==> src/rtl/wide_add_seq_pkg.sv <==
// Shared constants for the word-serial multi-precision adder/subtractor.
// State encoding is kept as plain 2-bit constants for legacy-compatible netlists.
package wide_add_seq_pkg;

    typedef logic [1:0] state_t;

    localparam state_t ST_IDLE = 2'b00;
    localparam state_t ST_RUN  = 2'b01;
    localparam state_t ST_DONE = 2'b10;

    // Default slice width and slice count for the ALU build.
    localparam int DEF_W = 4;
    localparam int DEF_K = 4;

endpackage

==> src/rtl/wide_add_seq_rca.sv <==
// N-bit ripple-carry adder, used as the single shared slice adder.
module wide_add_seq_rca #(
    parameter int N = 4
) (
    input  logic [N-1:0] a,
    input  logic [N-1:0] b,
    input  logic         ci,
    output logic [N-1:0] s,
    output logic         co
);

    always_comb begin : ripple
        logic c;
        s = '0;
        c = ci;
        for (int i = 0; i < N; i++) begin
            s[i] = a[i] ^ b[i] ^ c;
            c    = (a[i] & b[i]) | (c & (a[i] ^ b[i]));
        end
        co = c;
    end

endmodule

==> src/rtl/wide_add_seq.sv <==
// Word-serial W*K-bit adder/subtractor: one W-bit adder sequenced over K slices,
// LSB slice first, with the inter-slice carry held in a register.
//
// state   | meaning
// --------+-------------------------------------------------------------
// ST_IDLE | waiting for operands, in_ready=1
// ST_RUN  | one slice per cycle, K cycles total
// ST_DONE | result presented, out_valid=1 until out_ready
module wide_add_seq
    import wide_add_seq_pkg::*;
#(
    parameter int W = DEF_W,
    parameter int K = DEF_K
) (
    input  logic           clk,
    input  logic           rst,
    input  logic           in_valid,
    output logic           in_ready,
    input  logic [W*K-1:0] op_a,
    input  logic [W*K-1:0] op_b,
    input  logic           sub,
    input  logic           cin,
    output logic           out_valid,
    input  logic           out_ready,
    output logic [W*K-1:0] sum,
    output logic           cout,
    output logic           ovf
);

    localparam int WK = W * K;
    localparam int IW = (K > 1) ? $clog2(K) : 1;

    state_t          state;
    logic [IW-1:0]   idx;
    logic            carry;
    logic [WK-1:0]   a_sr;
    logic [WK-1:0]   b_sr;
    logic [WK-1:0]   res;
    logic [WK-1:0]   res_next;
    logic [WK-1:0]   b_in;
    logic            a_msb;
    logic            b_msb;
    logic            cout_r;
    logic            ovf_r;
    logic [W-1:0]    slice_sum;
    logic            slice_co;

    // Subtraction is A + ~B + 1; the +1 rides in on the initial carry.
    assign b_in = sub ? ~op_b : op_b;

    wide_add_seq_rca #(.N(W)) u_rca (
        .a  (a_sr[W-1:0]),
        .b  (b_sr[W-1:0]),
        .ci (carry),
        .s  (slice_sum),
        .co (slice_co)
    );

    generate
        if (K == 1) begin : g_res_one
            assign res_next = slice_sum;
        end else begin : g_res_many
            assign res_next = {slice_sum, res[WK-1:W]};
        end
    endgenerate

    always_ff @(posedge clk) begin
        if (rst) begin
            state  <= ST_IDLE;
            idx    <= '0;
            carry  <= 1'b0;
            a_sr   <= '0;
            b_sr   <= '0;
            res    <= '0;
            a_msb  <= 1'b0;
            b_msb  <= 1'b0;
            cout_r <= 1'b0;
            ovf_r  <= 1'b0;
        end else begin
            case (state)
                ST_IDLE: begin
                    if (in_valid) begin
                        a_sr  <= op_a;
                        b_sr  <= b_in;
                        carry <= sub ? 1'b1 : cin;
                        idx   <= '0;
                        a_msb <= op_a[WK-1];
                        b_msb <= b_in[WK-1];
                        state <= ST_RUN;
                    end
                end
                ST_RUN: begin
                    res   <= res_next;
                    a_sr  <= a_sr >> W;
                    b_sr  <= b_sr >> W;
                    carry <= slice_co;
                    if (idx == IW'(K - 1)) begin
                        // Flags are frozen here so they stay put through DONE and IDLE.
                        cout_r <= slice_co;
                        ovf_r  <= (a_msb == b_msb) && (slice_sum[W-1] != a_msb);
                        state  <= ST_DONE;
                    end else begin
                        idx <= idx + IW'(1);
                    end
                end
                ST_DONE: begin
                    if (out_ready) begin
                        state <= ST_IDLE;
                    end
                end
                default: state <= ST_IDLE;
            endcase
        end
    end

    assign in_ready  = (state == ST_IDLE);
    assign out_valid = (state == ST_DONE);
    assign sum       = res;
    assign cout      = cout_r;
    assign ovf       = ovf_r;

endmodule

==> config.mk <==
export PLATFORM = sky130hd
export DESIGN_NAME = wide_add_seq
export DESIGN_NICKNAME = d
export VERILOG_FILES = /design/src/rtl/wide_add_seq_pkg.sv /design/src/rtl/wide_add_seq_rca.sv /design/src/rtl/wide_add_seq.sv
export SDC_FILE = /design/constraint.sdc
export NUM_CORES = 1
export LEC_CHECK = 0
export CORE_MARGIN = 4
export CORE_UTILIZATION = 45
export DETAILED_ROUTE_END_ITERATION = 8
export HOLD_SLACK_MARGIN = 0.12
export PLACE_DENSITY = 0.76
export SETUP_SLACK_MARGIN = 0.3
export SYNTH_ARGS = -nofsm -noshare
export SYNTH_HDL_FRONTEND = slang
export SYNTH_SLANG_ARGS = --single-unit
==> constraint.sdc <==
create_clock -name clk -period 2.2 [get_ports clk]
set_input_delay 0.44 -clock clk [delete_from_list [all_inputs] [get_ports clk]]
set_output_delay 0.44 -clock clk [all_outputs]
set_load 0.02 [all_outputs]
== Word level (Yosys, flattened, before mapping) ==
Cells that the tools add are included.
Storage, ports and cells
  bits of input ports: 38
  flip-flop bits (word level): 57
Operators by class
  reductions and logical operators: 8
  bitwise gates (word level): 21
  equal/unequal tests: 9
  add/subtract/negate cells: 1
  muxes and demuxes: 15
Operators with widths (count)
  $pmux 16 s2: 2
  $mux 16: 3
  $not 16->16: 1
  $mux 2: 5
  $and 1x1->1: 8
  $xor 1x1->1: 8
  $ne 2x2->1 const B: 3
  $pmux 2 s3: 1
  $reduce_and 2->1: 3
  $reduce_and 3->1: 2
  $eq 2x2->1 const B: 2
  $or 1x1->1: 4
  $pmux 2 s2: 1
  $add 2x1->2 const B: 1
  $eq 2x1->1 const B: 1
  $logic_not 2->1: 1
  $mux 1: 2
  $ne 2x1->1 const B: 1
  $pmux 1 s2: 1
  $reduce_bool 2->1: 1
  $eq 1x1->1: 1
  $logic_and 1x1->1: 1
  $ne 1x1->1: 1

== Logic depth before layout (Yosys ltp) ==
  word-level depth: 10
  depth in mapped cells: 10
  mapped depth without buffers: 10

== Hierarchy ==
From an unflattened synthesis, not the netlist that was laid out.
Second synthesis, totals
  cell total of the unflattened synthesis: 289
  area total of the unflattened synthesis: 2518.7 µm²
Modules (own cells, without submodules)
  wide_add_seq: cells each 275, instances 1, area each 2401.1 µm²
  wide_add_seq_rca: cells each 14, instances 1, area each 117.6 µm²

== Least setup slack after synthesis ==
OpenSTA, ideal clock, no wires.
  path kind: reg2reg
  from: reg carry
  to: reg ovf_r, in the netlist ovf
  buffers on the path: 0
  stages on the path, launching flop included: 11
  clock period less this slack: 2274 ps
  arrival: 2189 ps
  slack: -74 ps
  path through: dfxtp_1 -> fa_1 -> inv_1 -> fa_1 -> inv_1 -> fa_1 -> inv_1 -> fa_1 -> nor3_1 -> nor3_1 -> a211oi_1
Between the ends
  cells in the longest elaborated chain, start to end: 9
Ends and longest elaborated chain
  start: declaration: line wide_add_seq.sv:35  | logic carry;
  start signal: assignment: line wide_add_seq.sv:85  | carry <= sub ? 1'b1 : cin;
  start signal: assignment: line wide_add_seq.sv:96  | carry <= slice_co;
  $and 1x1->1: line wide_add_seq_rca.sv:18  | c = (a[i] & b[i]) | (c & (a[i] ^ b[i]));
  $or 1x1->1: line wide_add_seq_rca.sv:18
  $and 1x1->1: line wide_add_seq_rca.sv:18
  $or 1x1->1: line wide_add_seq_rca.sv:18
  $and 1x1->1: line wide_add_seq_rca.sv:18
  $or 1x1->1: line wide_add_seq_rca.sv:18
  $xor 1x1->1: line wide_add_seq_rca.sv:17  | s[i] = a[i] ^ b[i] ^ c;
  $ne 1x1->1: line wide_add_seq.sv:100  | ovf_r <= (a_msb == b_msb) && (slice_sum[W-1] != a_msb);
  $logic_and 1x1->1: line wide_add_seq.sv:100
  end signal: assignment: line wide_add_seq.sv:100
  end: declaration: line wide_add_seq.sv:44  | logic ovf_r;
No other way between the ends.
A chain may end at the register's enable or synchronous reset.

== Worst setup path after layout ==
  from: reg b_sr[0]
  to: reg ovf_r, in the netlist ovf
Between the ends
  cells in the longest elaborated chain, start to end: 10
Ends and longest elaborated chain
  start: declaration: line wide_add_seq.sv:37  | logic [WK-1:0] b_sr;
  start signal: assignment: line wide_add_seq.sv:84  | b_sr <= b_in;
  start signal: assignment: line wide_add_seq.sv:95  | b_sr <= b_sr >> W;
  $xor 1x1->1: line wide_add_seq_rca.sv:18
  $and 1x1->1: line wide_add_seq_rca.sv:18
  $or 1x1->1 *: line wide_add_seq_rca.sv:18
  $and 1x1->1 *: line wide_add_seq_rca.sv:18
  $or 1x1->1 *: line wide_add_seq_rca.sv:18
  $and 1x1->1 *: line wide_add_seq_rca.sv:18
  $or 1x1->1 *: line wide_add_seq_rca.sv:18
  $xor 1x1->1 *: line wide_add_seq_rca.sv:17
  $ne 1x1->1 *: line wide_add_seq.sv:100
  $logic_and 1x1->1 *: line wide_add_seq.sv:100
Mark *: on every way between the ends. The rest lies on a longest branch, timed or not.

==> insert_results.sql <==
INSERT INTO impl_metrics (metric_group, metric, value, unit) VALUES
('run_status', 'status', 'finished, violations left', ''),
('run_status', 'failed_checks', 'negative setup slack', ''),
('final_layout', 'antennaDiodeCount', '0', ''),
('final_layout', 'fin_cells', '413', ''),
('timing', 'max_slew_margin', '45.4', '%'),
('logic_synthesis', 'synth_top_cell_by_area', 'sky130_fd_sc_hd__dfxtp_1', ''),
('timing', 'drv_slew', '0', ''),
('power', 'share_clk_of_total_power', '42.0', '%'),
('placed_design', 'dp_hpwl', '4020', 'µm'),
('timing', 'setup_violations', '2', ''),
('setup_path', 'critical_path_top_delay_cell', 'sky130_fd_sc_hd__fa_2', ''),
('setup_path', 'worstPathBufferInverterCount', '3', ''),
('logic_synthesis', 'yosys-top-cells-area', 'sky130_fd_sc_hd__dfxtp_1 (46%), sky130_fd_sc_hd__nand2_1 (7.2%), sky130_fd_sc_hd__a21oi_1 (6.8%)', ''),
('logic_synthesis', 'post_synth.cell_area_avg', '8.85', 'µm²'),
('placed_design', 'numPlacedInstances', '397', ''),
('clock_tree', 'cts-root-to-sink-buffers', '2', ''),
('timing', 'fin_skew', '0.00652', 'ns'),
('drt', 'wire_per_inst', '13.6', 'µm'),
('drt', 'post-route-drc-count', '0', ''),
('logic_synthesis', 'synth.cell_area', '0.00249', 'mm²'),
('power', 'seq_power_share', '43.6', '%'),
('grt', 'first_global_vias', '2032', ''),
('timing', 'hold_violations', '0', ''),
('power', 'p_comb_share', '14.3', '%'),
('setup_path', 'timing.rr.end', 'ovf', ''),
('clock_tree', 'postCtsHoldBufs', '0', ''),
('timing', 'fin_crit_sh', '103', '%'),
('power', 'net_load_switching_power', '0.633', 'mW'),
('die', 'initial_core_util', '47.5', '%'),
('timing', 'max_freq', '441', 'MHz'),
('setup_path', 'startpoint_type_of_the_worst_setup_path', 'flip-flop', ''),
('die', 'standard_cell_core_area', '0.00524', 'mm²'),
('timing', 'post_route_setup_tns', '-0.0976', 'ns'),
('logic_synthesis', 'synth_seq_area_share', '45.9', '%'),
('clock_tree', 'cts.clk_slew.worst_paths', '0.06', 'ns'),
('final_layout', 'layout.nets', '381', ''),
('timing', 'fin_crit', '2.27', 'ns'),
('setup_path', 'r2r_cells', '10', ''),
('placed_design', 'gp_routability_congestion', '0.746', ''),
('worst_hold_path', 'holdCritStartpoint', 'sum[3]', ''),
('clock_tree', 'clk_latency', '0.33', 'ns'),
('worst_hold_path', 'hold-path-endpoint', 'sum[3]', ''),
('run', 'max_cap_violations', '0', ''),
('timing', 'layout_setup_ws', '-0.0695', 'ns'),
('logic_synthesis', 'ys.flop_type', 'sky130_fd_sc_hd__dfxtp_1', ''),
('die', 'std_cell_rows', '26', ''),
('drt', 'routed-wl-met2', '2740', 'µm'),
('timing', 'grt_setup_unrepaired', 'true', ''),
('setup_path', 'cpMostUsedCell', 'sky130_fd_sc_hd__fa_2', ''),
('placed_design', 'placement.cell_area', '0.00310', 'mm²'),
('setup_path', 'worstPathRequired', '2.46', 'ns'),
('placed_design', 'dp_worst_setup_slack', '-0.160', 'ns'),
('die', 'io_pins', '58', ''),
('setup_path', 'critPathTopFamily', 'adder cells', ''),
('worst_hold_path', 'whs_path_depth', '2', ''),
('logic_synthesis', 'yosysWarnings', '0', ''),
('worst_hold_path', 'worstHoldPathType', 'flip-flop to flip-flop', ''),
('clock_tree', 'cts_tree', 'yes', ''),
('clock_tree', 'cts-root-buf', 'sky130_fd_sc_hd__clkbuf_8', ''),
('setup_path', 'critical_path.max_stage_delay', '0.44', 'ns'),
('logic_synthesis', 'ys_ff_latch', '57', ''),
('grt', 'overall_overflow_remaining_after_global_route', '0', ''),
('die', 'die_h', '82.3', 'µm'),
('power', 'static-leakage-power', '1.26', 'nW'),
('timing', 'worstMarginPinSlew', '0.816', 'ns'),
('final_layout', 'layout.cell_area.non_filler', '0.00336', 'mm²'),
('drt', 'route.detailed.vias_per_inst', '5.17', ''),
('drt', 'drt_pre_antenna_iters', '4', ''),
('clock_tree', 'maximum_level_of_the_cts_h_tree', '3', ''),
('grt', 'maximum_number_of_pins_on_one_net_before_global_route_repair', '29', ''),
('logic_synthesis', 'ys_async_sr_fraction', '0', '%');
## worst register-to-register path, delay by kind of cell (launching register included)
family	cells	cell delay, ns
adder cells (fa/ha/maj)	4	1.33
AND/OR/NAND/NOR	2	0.19
flip-flops	1	0.34
AO/OA/AOI/OAI	1	0.18
buffers and inverters	3	0.16
## cells by family (layout without fill, tap and decap cells)
family	after synthesis	in the layout	share of synthesized area (%)
buffers and inverters	32	94	7.09
multiplexers	1	1	0.402
AO/OA/AOI/OAI	73	73	20.7
adder cells (fa/ha/maj)	5	5	3.72
XOR/XNOR	16	16	5.63
flip-flops	57	57	45.9
AND/OR/NAND/NOR	97	97	16.5
## per-layer routing
layer / vias up / global-route usage, %
li1: 1079 / -
met1: 990 / 21.2
met2: 54 / 29.6
met3: 12 / 6.29
met4: 0 / 8.47
met5: - / 0
## power by group through the flow
stage / clock network (mW) / registers, mW / logic (mW)
5_1_grt: 1.16 / 1.15 / 0.416
2_1_floorplan: 0 / 1.16 / 0.221
4_1_cts: 1.12 / 1.14 / 0.376
6_report: 1.10 / 1.14 / 0.376
3_3_place_gp: 0 / 1.16 / 0.362
3_5_place_dp: 0 / 1.16 / 0.372
## final cells by class
class,instances,area (µm²)
Tap cell,70,87.6
Multi-Input combinational cell,192,1200
Timing Repair Buffer,69,658
Clock inverter,5,77.6
Fill cell,450,1880
Clock buffer,11,151
Inverter,9,33.8
Sequential cell,57,1150
## sequential cells by signal, summed over array words and instances (netlist names)
| register | count |
|---|---|
| a_sr | 16 |
| b_sr | 16 |
| sum | 16 |
| idx | 2 |
| state | 2 |
| a_msb | 1 |
| b_msb | 1 |
| carry | 1 |
| cout | 1 |
| ovf | 1 |
## worst max-delay path by stage
stage,startpoint,end,slack [ns],cells after the start
floorplan,b_sr[0],ovf,-0.05,10
global placement,b_sr[0],ovf,-0.06,10
detailed placement,b_sr[0],ovf,-0.16,10
CTS,b_sr[0],ovf,-0.07,10
global route,b_sr[0],ovf,-0.18,10
finish,b_sr[0],ovf,-0.07,10
## synthesized netlist by cell type, drive strengths merged (4+ instances only)
| master | n |
|---|---|
| dfxtp | 57 |
| nand2 | 48 |
| nor2 | 35 |
| a21oi | 34 |
| buf | 17 |
| a211oi | 12 |
| a221o | 12 |
| xnor2 | 12 |
| inv | 9 |
| a22oi | 7 |
| clkbuf | 6 |
| fa | 4 |
| nor3 | 4 |
| xor2 | 4 |
## per-stage QoR
stage | total power [mW] | util [%]
global route | 2.73 | 64.2
floorplan | 1.38 | -
global placement | 1.52 | 59.3
CTS | 2.64 | 63.8
finish | 2.62 | 64.2
detailed placement | 1.54 | 59.3
## repair_timing
action                                  CTS  global route
setup buffers                             0             0
hold endpoints to repair                  0             0
cloned                                    0             0
endpoints found under the setup margin    6             4
gates resized for setup                   7             6
pin swaps                                 2             2
(Power assumes the default switching activity.)
